==> src/rtl/pipe_seq_ctrl.sv <==
// Pipeline sequencing controller: hazard stalls, branch flushes and memory-wait
// handling. Define PIPE_STALL_CNT_EN to build the saturating stall-cycle counter.
module pipe_seq_ctrl #(
  parameter int MEM_TIMEOUT = 15,
  parameter int CNT_W       = 16
) (
  input  logic             clk,
  input  logic             rst,
  input  logic [4:0]       id_rs,
  input  logic [4:0]       id_rt,
  input  logic             id_uses_rt,
  input  logic             ex_memread,
  input  logic [4:0]       ex_wrreg,
  input  logic             branch_taken,
  input  logic             mem_req,
  input  logic             mem_ack,
  output logic             pc_en,
  output logic             ifid_en,
  output logic             idex_en,
  output logic             exmem_en,
  output logic             memwb_en,
  output logic             ifid_flush,
  output logic             idex_flush,
  output logic             exmem_flush,
  output logic             memwb_flush,
  output logic [1:0]       state,
  output logic             mem_timeout_err,
  output logic [CNT_W-1:0] stall_cnt
);

  // state    | meaning
  // RUN      | normal flow; hazards and branches handled combinationally
  // MEM_WAIT | data memory busy; everything up to EX/MEM frozen
  // ERR      | memory timed out; pipeline frozen until rst
  typedef enum logic [1:0] {
    RUN      = 2'd0,
    MEM_WAIT = 2'd1,
    ERR      = 2'd2
  } state_t;

  localparam logic [7:0] TIMEOUT_V = 8'(MEM_TIMEOUT);

  state_t     cur;
  logic [7:0] wait_cnt;
  logic [7:0] wait_nxt;
  logic       err_q;
  logic       load_use;
  logic       mem_stall;

  assign wait_nxt  = wait_cnt + 8'd1;
  assign load_use  = ex_memread && (ex_wrreg != 5'd0) &&
                     ((ex_wrreg == id_rs) || (id_uses_rt && (ex_wrreg == id_rt)));
  assign mem_stall = ((cur == RUN) && mem_req && !mem_ack) ||
                     ((cur == MEM_WAIT) && !mem_ack);

  always_comb begin
    pc_en       = 1'b1;
    ifid_en     = 1'b1;
    idex_en     = 1'b1;
    exmem_en    = 1'b1;
    memwb_en    = 1'b1;
    ifid_flush  = 1'b0;
    idex_flush  = 1'b0;
    exmem_flush = 1'b0;
    memwb_flush = 1'b0;
    if (rst) begin
      pc_en       = 1'b0;
      ifid_en     = 1'b0;
      idex_en     = 1'b0;
      exmem_en    = 1'b0;
      memwb_en    = 1'b0;
      ifid_flush  = 1'b1;
      idex_flush  = 1'b1;
      exmem_flush = 1'b1;
      memwb_flush = 1'b1;
    end else if (cur == ERR) begin
      pc_en    = 1'b0;
      ifid_en  = 1'b0;
      idex_en  = 1'b0;
      exmem_en = 1'b0;
      memwb_en = 1'b0;
    end else if (mem_stall) begin
      pc_en       = 1'b0;
      ifid_en     = 1'b0;
      idex_en     = 1'b0;
      exmem_en    = 1'b0;
      memwb_flush = 1'b1;
    end else if (branch_taken) begin
      // a taken branch discards the hazarding instruction, so no PC stall
      ifid_flush = 1'b1;
      idex_flush = 1'b1;
    end else if (load_use) begin
      pc_en      = 1'b0;
      ifid_en    = 1'b0;
      idex_flush = 1'b1;
    end
  end

  always_ff @(posedge clk or posedge rst) begin
    if (rst) begin
      cur      <= RUN;
      wait_cnt <= 8'd0;
      err_q    <= 1'b0;
    end else begin
      case (cur)
        RUN: begin
          if (mem_req && !mem_ack) cur <= MEM_WAIT;
        end
        MEM_WAIT: begin
          if (mem_ack) begin
            cur      <= RUN;
            wait_cnt <= 8'd0;
          end else begin
            wait_cnt <= wait_nxt;
            if (wait_nxt == TIMEOUT_V) begin
              cur   <= ERR;
              err_q <= 1'b1;
            end
          end
        end
        default: cur <= ERR;
      endcase
    end
  end

  assign state           = cur;
  assign mem_timeout_err = err_q;

`ifdef PIPE_STALL_CNT_EN
  logic [CNT_W-1:0] stall_q;

  always_ff @(posedge clk or posedge rst) begin
    if (rst) begin
      stall_q <= '0;
    end else if (!pc_en && (cur != ERR) && (stall_q != '1)) begin
      stall_q <= stall_q + 1'b1;
    end
  end

  assign stall_cnt = stall_q;
`else
  assign stall_cnt = '0;
`endif

endmodule

==> config.mk <==
export PLATFORM = sky130hd
export DESIGN_NAME = pipe_seq_ctrl
export DESIGN_NICKNAME = d
export VERILOG_FILES = /design/src/rtl/pipe_seq_ctrl.sv
export SDC_FILE = /design/constraint.sdc
export NUM_CORES = 1
export LEC_CHECK = 0
export CORE_MARGIN = 3
export CORE_UTILIZATION = 39
export CTS_CLUSTER_SIZE = 28
export DETAILED_ROUTE_END_ITERATION = 12
export PLACE_DENSITY = 0.79
export SLEW_MARGIN = 10
export SYNTH_ARGS = -nofsm -noshare
export SYNTH_HDL_FRONTEND = slang
export SYNTH_SLANG_ARGS = --single-unit
==> constraint.sdc <==
create_clock -name clk -period 2.2 [get_ports clk]
set_input_delay 0.33 -clock clk [delete_from_list [all_inputs] [get_ports clk]]
set_output_delay 0.33 -clock clk [all_outputs]
set_load 0.02 [all_outputs]
==> qor.yml <==
startpoint_type: "primary input"
die_w_um: 56.1
clock_latency_ns: 0.27
crit_chain: "dlygate4sd2_1 > xor2_1 > nor4_2 > a32oi_2 > o31a_1 > buf_6"
clock_sinks: 11
total_leakage_power_nw: 0.681
antenna_left: 0
yosys.area_share.simple_pct: 18.0
yosysWarnings: 0
synth-compound-area-share_pct: 22.0
max-vdd-ir-drop_v: 0.000315
grt_usage_pct: 16.5
rows: 17
ys_seq_area_share_pct: 28.1
netlist_area_um2: 980
status: "finished, final reports clean"
core_mm2: 0.00230
preCtsSetupSlack_ns: -0.526
min_path_type: "primary input to async pin"
vias: 973
drcViolationCount: 0
grt-ovfl-total: 0
clk_pin_slew_ns: 0.07
end_kind: "output pin"
drv_cap: 0
stdcell_area_mm2: 0.00137
seq_area_um2: 275
dpl_cell_area_mm2: 0.00130
synth-xor-area-share_pct: 9.83
power_density_mw_per_mm2: 452
wl_per_cell_um: 13.7
diodes: 0
path_class: "primary input to output pin"
ctsRootBufferMaster: "clkbuf_4"
fill_cells: 198
final_max_slew_viol_count: 0
yosysMostFrequentCell: "buf_4"
firstDrtPassIters: 4
crit_start: "ex_wrreg[2]"
routed_via_density: 5.23
cts_made_buffers: 3
cts_tree: "done"
cp_data_arrival_time_ns: 1.80
synthToLayoutAreaGrowth_pct: 39.5
drt-total-wl_mm: 2.55
slowest_delay_ns: 0.36
synth_cell_types: 36
path_max_fanout: 3
skew_ns: 0.00419
finalSetupViolCount: 0
layout_min_cycle_time_ns: 2.13
htreeDepth: 1
cp.required_ns: 1.87
async_flop_share_pct: 100
ys_top_cells_by_count: "buf_4, o21ai_0, dfrtp_1"
synth_edf_count: 0
total_power_mw: 0.618
place_congestion: 0.811
antenna_found_initial: 0
die-area_mm2: 0.00315
synthAdderAreaFrac_pct: 2.55
start_util_pct: 42.6
hold_viol_final: 0
setup_slack_ns: 0.0725
fin_crit_sh_pct: 96.7
port-buffer-count: 33
pin_count: 50
yosys.area.top_type: "dfrtp_1"
grt_pass1_vias: 887
grt_pass1_wl_mm: 4.11
max_freq_mhz: 470
drt_iter0_drc: 29
synth_top_family_by_area: "compound AO/OA/AOI/OAI gates"
instances_no_fill: 186
die_h_um: 56.1
clockBufferDepth: 2
ys.flop_type: "dfrtp_1"
synth_top_area_share_pct: 28.1
multiInputGateArea_um2: 597
fin_setup_tns_ns: 0
synthTopCellsByArea: "dfrtp_1, buf_4, xor2_1, o21ai_0, nand2_1"
synth.mux.area_fraction_pct: 0
grt_max_degree: 13
dp_cells: 182
fin_util_pct: 59.5
drive_gt1_share_pct: 13.9
holdWs_ns: 0.493
avgSynthCellArea_um2: 8.23
synth-seq-cells: 11
syn_inst: 119
post-dp-hpwl_mm: 1.96
cpMaxStageDelayCell: "o31a_1"
hold_buffers: 0
r2r-start: "wait_cnt[0]"
nets: 183
-- cells in the final DEF, fill, tap and decap left out, types with 2 or more instances in the layout --
cell             Yosys  final
o31a_1               2      2
buf_6                2      2
dfrtp_1             11     11
nand2b_1             2      2
or3_1                2      2
nand4_1              2      2
nand2_1              8      8
nand3_1              2      2
a41oi_1              2      2
conb_1               1     16
and3_1               2      2
o31ai_1              3      2
dlymetal6s2s_1       0      8
inv_1                4      4
nor2_1               8      8
ha_1                 2      2
dlygate4sd2_1        0      4
buf_4               19     10
o21ai_0             12     11
xnor2_1              2      2
a21oi_1              4      4
clkdlybuf4s50_1      0     18
a41o_1               2      2
xor2_1               9      9
clkbuf_4             0      3
-- report_power, final --
group / internal [mW] / switching (mW) / leakage (nW)
sequential: 0.218 / 0.0218 / 0.147
clock: 0.0704 / 0.0699 / 0.0150
combinational: 0.108 / 0.130 / 0.518
total: 0.396 / 0.222 / 0.681
-- routing by layer --
metal  global-route usage (%)  share of wire (%)  up-vias
met5                        0                  0        -
met2                     28.2                 54       37
li1                         -                  -      464
met3                     4.41                5.0       10
met4                     9.49                3.3        0
met1                     18.3                 38      462
-- kinds of logic after synthesis --
kind of cell,after synthesis
buffers and inverters,27
other,1
AOI/OAI and AO/OA,32
xor gates and xnor gates,11
and+or+nand+nor,35
DFF,11
adders and majority gates,2
-- registers in the layout (all words and copies together) (netlist names) --
| name | flops |
|---|---|
| mem_timeout_err | 1 |
| state | 2 |
| wait_cnt | 8 |
-- worst paths after layout --
| kind | endpoint | slack (ns) | depth (start not counted) |
|---|---|---|---|
| max in group asynchronous | wait_cnt[5] | 1.56 | 3 |
| hold reg to reg | mem_timeout_err | 0.51 | 1 |
| setup / recovery | ifid_en | 0.07 | 6 |
| setup reg to reg | state[0] | 0.23 | 5 |
| min in group clk | mem_timeout_err | 0.51 | 1 |
| hold / removal | state[0] | 0.49 | 3 |
-- final cells by class --
| cell class | count | share of cell area, % |
|---|---|---|
| Multi-Input combinational cell | 96 | 43.7 |
| Timing Repair Buffer | 43 | 30.6 |
| Sequential cell | 11 | 20.1 |
| Tap cell | 28 | 2.56 |
| Clock buffer | 4 | 1.92 |
| Inverter | 4 | 1.10 |
-- timing repair --
action / 4_1_cts / 5_1_grt
pin swaps: 3 / 5
endpoints found under the setup margin: 6 / 4
buffers inserted: 0 / 0
resized for setup: 21 / 13
-- critical path, delay by kind of cell --
kind | cells | cell delay, ns
xor gates and xnor gates | 1 | 0.18
AOI/OAI and AO/OA | 2 | 0.54
buffers and inverters | 2 | 0.42
and+or+nand+nor | 1 | 0.33
No activity file was read; power rests on OpenSTA's default activity.
